[src/rtl/mac_seq_unit_pkg.sv]
// mac_seq_unit_pkg: shared types and defaults for the matrix MAC engine.
package mac_seq_unit_pkg;
  localparam int MAC_DIM_DEFAULT = 2;
  localparam int MAC_DATA_W_DEFAULT = 32;
  typedef logic [2:0] mac_control_t;
  typedef enum logic [1:0] {OP_MADD, OP_MSUB, OP_MMUL, OP_MLOAD} mac_op_t;
  typedef enum logic [2:0] {IDLE, LOAD, ADDSUB, MUL, DONE} mac_state_t;
  function automatic logic mac_legal(input mac_control_t c);
    return !c[2];
  endfunction
  function automatic mac_op_t mac_op(input mac_control_t c);
    return mac_op_t'(c[1:0]);
  endfunction
endpackage

[src/rtl/mac_dp.sv]
// mac_dp: A/B/C bank storage, add/sub and multiply-accumulate datapath, C read port.
module mac_dp #(
  parameter int DATA_W = 32,
  parameter int DIM = 2,
  parameter int IDX_W = 2,
  parameter int CNT_W = 1
) (
  input  logic              clk,
  input  logic              reset_n,
  input  logic              ld_we,
  input  logic              ld_sel,
  input  logic [DATA_W-1:0] ld_data,
  input  logic              as_we,
  input  logic              sub,
  input  logic              mul_en,
  input  logic [IDX_W-1:0]  e,
  input  logic [CNT_W-1:0]  i,
  input  logic [CNT_W-1:0]  j,
  input  logic [CNT_W-1:0]  k,
  input  logic [IDX_W-1:0]  rd_idx,
  output logic [DATA_W-1:0] rd_data
);
  localparam logic [CNT_W-1:0] K_LAST = CNT_W'(DIM - 1);
  logic [DATA_W-1:0] a [DIM*DIM];
  logic [DATA_W-1:0] b [DIM*DIM];
  logic [DATA_W-1:0] c [DIM*DIM];
  logic [DATA_W-1:0] acc, prod, sum;
  logic [IDX_W-1:0] a_idx, b_idx, c_idx;
  always_comb begin
    a_idx = IDX_W'(i) * IDX_W'(DIM) + IDX_W'(k);
    b_idx = IDX_W'(k) * IDX_W'(DIM) + IDX_W'(j);
    c_idx = IDX_W'(i) * IDX_W'(DIM) + IDX_W'(j);
    prod = a[a_idx] * b[b_idx];
    sum = (k == '0 ? '0 : acc) + prod;
    rd_data = int'(rd_idx) < DIM * DIM ? c[rd_idx] : '0;
  end
  always_ff @(posedge clk or negedge reset_n) begin
    if (!reset_n) begin
      acc <= '0;
      for (int n = 0; n < DIM * DIM; n++) begin
        a[n] <= '0;
        b[n] <= '0;
        c[n] <= '0;
      end
    end else begin
      if (ld_we && !ld_sel) a[e] <= ld_data;
      if (ld_we && ld_sel) b[e] <= ld_data;
      if (as_we) c[e] <= sub ? a[e] - b[e] : a[e] + b[e];
      if (mul_en) acc <= sum;
      if (mul_en && k == K_LAST) c[c_idx] <= sum;
    end
  end
endmodule

[src/rtl/mac_seq_unit.sv]
// mac_seq_unit: multi-cycle DIMxDIM matrix MAC engine (MADD/MSUB/MMUL/MLOAD) with stall handshake.
module mac_seq_unit
  import mac_seq_unit_pkg::*;
#(
  parameter int DATA_W = MAC_DATA_W_DEFAULT,
  parameter int DIM = MAC_DIM_DEFAULT,
  parameter int IDX_W = (DIM * DIM > 1) ? $clog2(DIM * DIM) : 1
) (
  input  logic              clk,
  input  logic              reset_n,
  input  logic              start_i,
  input  mac_control_t      mac_control_i,
  input  logic              ld_sel_i,
  input  logic              ld_valid_i,
  input  logic [DATA_W-1:0] ld_data_i,
  input  logic [IDX_W-1:0]  rd_idx_i,
  output logic [DATA_W-1:0] rd_data_o,
  output logic              busy_o,
  output logic              done_o,
  output logic              err_o
);
  localparam int CNT_W = (DIM > 1) ? $clog2(DIM) : 1;
  localparam logic [IDX_W-1:0] E_LAST = IDX_W'(DIM * DIM - 1);
  localparam logic [CNT_W-1:0] C_LAST = CNT_W'(DIM - 1);
  mac_state_t state, state_nx;
  mac_op_t op;
  logic sel, err, ld_we, e_last, i_last, j_last, k_last;
  logic [IDX_W-1:0] e;
  logic [CNT_W-1:0] i, j, k;
  always_comb begin
    ld_we = state == LOAD && ld_valid_i;
    e_last = e == E_LAST;
    i_last = i == C_LAST;
    j_last = j == C_LAST;
    k_last = k == C_LAST;
    busy_o = state == LOAD || state == ADDSUB || state == MUL;
    done_o = state == DONE;
    err_o = state == DONE && err;
    state_nx = state;
    case (state)
      IDLE:    state_nx = !start_i ? IDLE :
                          !mac_legal(mac_control_i) ? DONE :
                          mac_op(mac_control_i) == OP_MLOAD ? LOAD :
                          mac_op(mac_control_i) == OP_MMUL ? MUL : ADDSUB;
      LOAD:    state_nx = ld_we && e_last ? DONE : LOAD;
      ADDSUB:  state_nx = e_last ? DONE : ADDSUB;
      MUL:     state_nx = i_last && j_last && k_last ? DONE : MUL;
      default: state_nx = IDLE;
    endcase
  end
  always_ff @(posedge clk or negedge reset_n) begin
    if (!reset_n) begin
      state <= IDLE;
      op <= OP_MADD;
      sel <= 1'b0;
      err <= 1'b0;
      e <= '0;
      i <= '0;
      j <= '0;
      k <= '0;
    end else begin
      state <= state_nx;
      if (state == IDLE && start_i) begin
        op <= mac_op(mac_control_i);
        sel <= ld_sel_i;
        err <= !mac_legal(mac_control_i);
        e <= '0;
        i <= '0;
        j <= '0;
        k <= '0;
      end
      if (ld_we || state == ADDSUB) e <= e + 1'b1;
      if (state == MUL) begin
        k <= k_last ? '0 : k + 1'b1;
        if (k_last) j <= j_last ? '0 : j + 1'b1;
        if (k_last && j_last) i <= i + 1'b1;
      end
    end
  end
  mac_dp #(.DATA_W(DATA_W), .DIM(DIM), .IDX_W(IDX_W), .CNT_W(CNT_W)) u_dp (
    .clk(clk),
    .reset_n(reset_n),
    .ld_we(ld_we),
    .ld_sel(sel),
    .ld_data(ld_data_i),
    .as_we(state == ADDSUB),
    .sub(op == OP_MSUB),
    .mul_en(state == MUL),
    .e(e),
    .i(i),
    .j(j),
    .k(k),
    .rd_idx(rd_idx_i),
    .rd_data(rd_data_o)
  );
endmodule

[config.mk]
export PLATFORM = sky130hd
export DESIGN_NAME = mac_seq_unit
export DESIGN_NICKNAME = d
export VERILOG_FILES = /design/src/rtl/mac_seq_unit_pkg.sv /design/src/rtl/mac_dp.sv /design/src/rtl/mac_seq_unit.sv
export SDC_FILE = /design/constraint.sdc
export NUM_CORES = 2
export LEC_CHECK = 0
export CAP_MARGIN = 20
export CORE_UTILIZATION = 55
export CTS_CLUSTER_SIZE = 40
export DETAILED_ROUTE_END_ITERATION = 7
export GPL_TIMING_DRIVEN = 0
export HOLD_SLACK_MARGIN = 0.1
export PLACE_DENSITY_LB_ADDON = 0.05
export REMOVE_ABC_BUFFERS = 1
export SYNTH_ARGS = -nofsm -noshare
export SYNTH_HDL_FRONTEND = slang
export SYNTH_SLANG_ARGS = --single-unit
[constraint.sdc]
create_clock -name clk -period 10 [get_ports clk]
set_input_delay 2.5 -clock clk [delete_from_list [all_inputs] [get_ports clk]]
set_output_delay 2.5 -clock clk [all_outputs]
set_load 0.1 [all_outputs]
# == After elaboration in Yosys (flattened, before gate mapping) ==
# Index checks and enable logic that the tools add are counted.
# word_totals
regBits,428
inputBits,42
out_inout_bits,35
wordCells,118
# classes
addsub,10
multipliers,1
n_lt_le_gt_ge,7
n_eq_ne,8
n_mux,47
bitwise_logic,5
n_reduce_logical,19
# ops
op,n
128-bit bitwise mux,4
32-bit 2-to-1 mux,14
32-bit binary-select mux with 2-bit select,5
128-bit 2-to-1 mux,2
32-bit demux with 2-bit select,2
32-bit adder,2
32-bit by 32-bit multiplier with 32-bit output,1
32-bit subtractor,1
3-bit greater-or-equal comparator (second input constant),5
3-bit 2-to-1 mux,5
2-bit inverter with 3-bit output,5
1-bit logical AND,12
3-bit case mux with 4 select lines,1
1-bit 2-to-1 mux,11
2-bit by 1-bit adder with 2-bit output,3
2-bit == test (second input constant),3
3-bit by 2-bit == test with 1-bit output (second input constant),2
3-bit by 1-bit < comparator with 1-bit output (second input constant),2
2-bit 2-to-1 mux,3
2-bit nonzero test,2
1-bit adder (second input constant),3
3-bit by 1-bit == test with 1-bit output (second input constant),1
3-bit == test (second input constant),1
3-bit zero test,1
4 further kinds,6

# == Depth between registers and ports, before layout ==
# depth
ltp_word,10
ltp_mapped,38
mapped_depth_nobuf,31

# == Hierarchy ==
# From an unflattened synthesis, not the netlist that was laid out.
# hier_totals
cells_unflattened,3920
area_unflattened_um2,39854.5
# by_module_without_submodules
module,instances,cells_per_inst,area_per_inst_um2
mac_dp,1,3860,39255.1
mac_seq_unit,1,60,599.3

# == Worst setup path after synthesis ==
# OpenSTA, ideal clock, no wires.
# synth_timing
path_kind,register to register
startpoint,reg j
endpoint,reg u_dp.acc[28]
setup_time_ps,136
t_arrival_ps,8638
required_time_ps,9864
setup_slack_ps,1226
path_stages_with_launch,33
path_buffers,6
synth_period_minus_slack_ps,8774
path_cell_list,dfrtp_1 buf_6 buf_12 buf_12 clkbuf_1 buf_1 mux2_2 o21ai_1 clkbuf_1 nor2_1 fa_1 fa_1 fa_1 inv_1 fa_1 inv_1 fa_1 fa_1 fa_1 inv_1 fa_1 inv_1 ha_1 a21o_1 a21o_1 a21oi_1 o21ai_0 a221oi_1 a21boi_0 nand2b_1 a31oi_1 xor2_1 o21ai_0
# synth_via
elab_chain_len,7
# synth_lines
element,line,rtl
start: declaration,mac_seq_unit.sv:29,"logic [CNT_W-1:0] i, j, k;"
start signal: assignment,mac_seq_unit.sv:75,if (k_last) j <= j_last ? '0 : j + 1'b1;
2-bit by 1-bit adder with 2-bit output,mac_dp.sv:31,b_idx = IDX_W'(k) * IDX_W'(DIM) + IDX_W'(j);
2-bit inverter with 3-bit output (not written as such),mac_dp.sv:33,prod = a[a_idx] * b[b_idx];
32-bit binary-select mux with 2-bit select,mac_dp.sv:33,
32-bit 2-to-1 mux (not written as such) (2 in a row),mac_dp.sv:33,
32-bit by 32-bit multiplier with 32-bit output,mac_dp.sv:33,
32-bit adder,mac_dp.sv:34,sum = (k == '0 ? '0 : acc) + prod;
end signal: assignment,mac_dp.sv:49,if (mul_en) acc <= sum;
end: declaration,mac_dp.sv:27,"logic [DATA_W-1:0] acc, prod, sum;"
# Every way passes these cells. The select of a mux whose other input is x is not followed.
# A chain may end at the register's enable or synchronous reset.

# == Worst setup path after layout ==
# layout_timing
startpoint,reg j
endpoint,reg u_dp.c[31] (netlist bit)
# layout_via
elab_chain_len,9
elab_cells_between_ends,16
# layout_lines
element,line,rtl
2-bit by 1-bit adder with 2-bit output,mac_dp.sv:31,
2-bit inverter with 3-bit output (not written as such),mac_dp.sv:33,
32-bit binary-select mux with 2-bit select,mac_dp.sv:33,
32-bit 2-to-1 mux (not written as such) (2 in a row),mac_dp.sv:33,
32-bit by 32-bit multiplier with 32-bit output,mac_dp.sv:33,
32-bit adder,mac_dp.sv:34,
128-bit bitwise mux (*),mac_dp.sv:50,if (mul_en && k == K_LAST) c[c_idx] <= sum;
128-bit 2-to-1 mux (*),mac_dp.sv:50,
end signal: indexed assignment,mac_dp.sv:48,if (as_we) c[e] <= sub ? a[e] - b[e] : a[e] + b[e];
end signal: indexed assignment,mac_dp.sv:50,
end: declaration,mac_dp.sv:26,logic [DATA_W-1:0] c [DIM*DIM];
# Mark *: on every way between the ends. The rest lies on a longest branch, timed or not. The select of a mux whose other input is x is not followed.

==> metrics <==
CTS root buf clkbuf_16; DIE AREA 74,400 um^2; row count 98; final hold violations 0; Period minus WS final 9.64 ns; post-synthesis cell type count 72; CP Max Fanout 45; Worst R2R Setup Slack 0.36 ns; htree depth 2; Post-synth top cells inv_1 (515), nand2_1 (483), fa_1 (439), dfrtp_1 (428), nor2_1 (361); ratio of cells with drive above 1 in the final layout 0.169; ys flop type dfrtp_1; Max-Cap Viols 0; antenna violations before repair 5; WP data required 10.51 ns; vias per std cell 6.13; RSZ-0062 raised after global routing no; worst-path cell with the longest stage delay dfrtp_4; Arr. time, crit path 10.15 ns; IO buf count 76; pre-CTS worst setup slack -0.278 ns; Nets 4,526; core area 72,000 um^2; CP most frequent cell fa_1; die height 273 um; number of global-route vias before repair 31,300; area leader, netlist dfrtp_1; Residual DRC 0; Layout area overhead 10.4%; Detailed Route WL 125 mm; top-area cell type share of the netlist area 0.266; Max clock buf depth 3; cells after synthesis 3,886; CP Capture Type flop; Max Slew Vio Count 0; fin crit share 0.964; initial core utilization 0.560; sequential-to-total area share from yosys stat 0.266; delay of the slowest critical-path stage 0.73 ns; largest net degree at the start of global routing 125; Slew @ Worst Pin 1.22 ns; Die W 273 um; Slew headroom 0.175; Avg Cell Area, Syn 10.4 um^2; Synth area leaders dfrtp_1 (27%), fa_1 (22%), mux4_2 (8.5%), mux2_2 (8.4%), ha_1 (5.0%); area of the multi-input gates 27,000 um^2; final worst slack 0.357 ns; startpoint types flop; I/O pin cnt 77; post-route ant nets 0; total global routing overflow 0; YS warnings 0; Cell Area, Synth 40,300 um^2; Routed WL per cell 25.5 um; filler instances 5,928; gr usage total 0.344; Post-synth EDFFs 0; CTS Buf Count 51; first drt pass iteration count 6; crit path kind reg2reg; clock sink count 428; # hold bufs at CTS 0; GP Congestion 0.903; clock slew at reported path FFs 0.06 ns; vias post-DR 29,900; clk_skew 0.0351 ns; Fin Hold WS 0.469 ns; first-pass GRT wire length 191 mm; dpl hpwl 95.1 mm; setup violators final 0; later-pin clock latency in the skew report 0.62 ns; CTS tree done; most instantiated library cell after synthesis inv_1; Iter 0 DRT Violations 2,689; FMAX 0.104 GHz; Register Area 10,700 um^2; status complete, no violations; Post-synth ARST share 1.00; worst min path class reg2reg; flops & latches, synth 428
-- layout by cell type (no fill, tap or decap), types with 15 or more instances in the layout --
cell,Yosys,layout
nand3_1,24,23
mux2i_1,56,56
a21o_1,33,33
nand2_1,483,474
o21ai_0,103,92
dfrtp_1,428,423
xnor2_1,110,109
ha_1,160,160
xor2_1,29,27
a21oi_1,150,150
clkdlybuf4s50_1,0,73
buf_16,0,16
clkbuf_16,0,52
nor3_1,19,18
mux4_2,153,154
inv_1,515,515
buf_12,2,20
fa_1,439,439
mux2_2,301,301
and2_1,84,83
nor2_1,361,360
o21ai_2,0,17
o21ai_1,26,15
a211oi_1,38,38
-- worst max-delay path, delay by kind of cell (launching register included) --
kind                       cells  cell delay (ns)
xor gates and xnor gates       1             0.46
and+or+nand+nor                5             1.01
DFF                            1             0.73
AOI/OAI and AO/OA              5             1.90
muxes                          1             0.39
buffers and inverters          5             0.54
adders and majority gates      9             4.37
-- path summary, 6_finish.rpt --
path / startpoint / endpoint / cells after the start
setup / recovery: j / u_dp.c[31] / 26
hold / removal: u_dp.acc[0] / u_dp.acc[0] / 2
setup reg to reg: j / u_dp.c[31] / 26
hold reg to reg: u_dp.acc[0] / u_dp.acc[0] / 2
max in group asynchronous: reset_n / u_dp.a[15] / 2
min in group asynchronous: reset_n / err / 1
-- flip-flops by register name (all words and copies together) (netlist names), 2 cells and up --
signal and flops:
e 2, op 2, u_dp.c 128, u_dp.b 128, u_dp.a 128, u_dp.acc 32, state 3
-- area by class of cell --
cell class                      count  share of cell area
Inverter                          515              0.0434
Tap cell                          950              0.0267
Multi-Input combinational cell   2749               0.606
Sequential cell                   428               0.241
Timing Repair Buffer              140              0.0429
Clock inverter                     16             0.00675
Antenna cell                        2            0.000112
Clock buffer                       75              0.0332
-- per-layer routing --
layer / part of all wire / vias to the layer above / GRT usage
met5: 0.00022 / - / 0
met4: 0.043 / 4 / 0.128
met3: 0.082 / 249 / 0.0617
met2: 0.47 / 1242 / 0.545
met1: 0.40 / 15600 / 0.474
li1: - / 12800 / -
-- logic make-up (layout without fill, tap and decap cells) --
| group | count (synthesis) | in the layout | share of synthesized area |
|---|---|---|---|
| AO/OA/AOI/OAI | 457 | 457 | 0.0687 |
| XOR/XNOR | 145 | 145 | 0.0329 |
| adder cells (fa/ha/maj) | 599 | 599 | 0.268 |
| buffers and inverters | 709 | 746 | 0.0702 |
| flip-flops | 428 | 428 | 0.266 |
| multiplexers | 516 | 516 | 0.187 |
| other | 0 | 2 | 0 |
| AND/OR/NAND/NOR | 1032 | 1032 | 0.107 |
-- timing repair --
item                                    CTS  global route
resized for setup                         3             9
endpoints found under the setup margin   11            24
setup buffers                             1             4
cloned                                    0             0
pin swaps                                 0             1
-- stage by stage --
stage / std cells / cell area [um^2] / setup TNS (ns) / util
global route: 4874 / 44500 / 0 / 0.618
finish: 4875 / 44500 / 0 / 0.618
CTS: 4865 / 44300 / 0 / 0.616
floorplan: 3692 / 39400 / -121.91 / -
global placement: 4718 / 41400 / -5943.04 / 0.575
detailed placement: 4773 / 42500 / -1.41 / 0.591
Power is not shown: default switching activity piles up to over one toggle a cycle in this logic, so the estimate is an artifact.
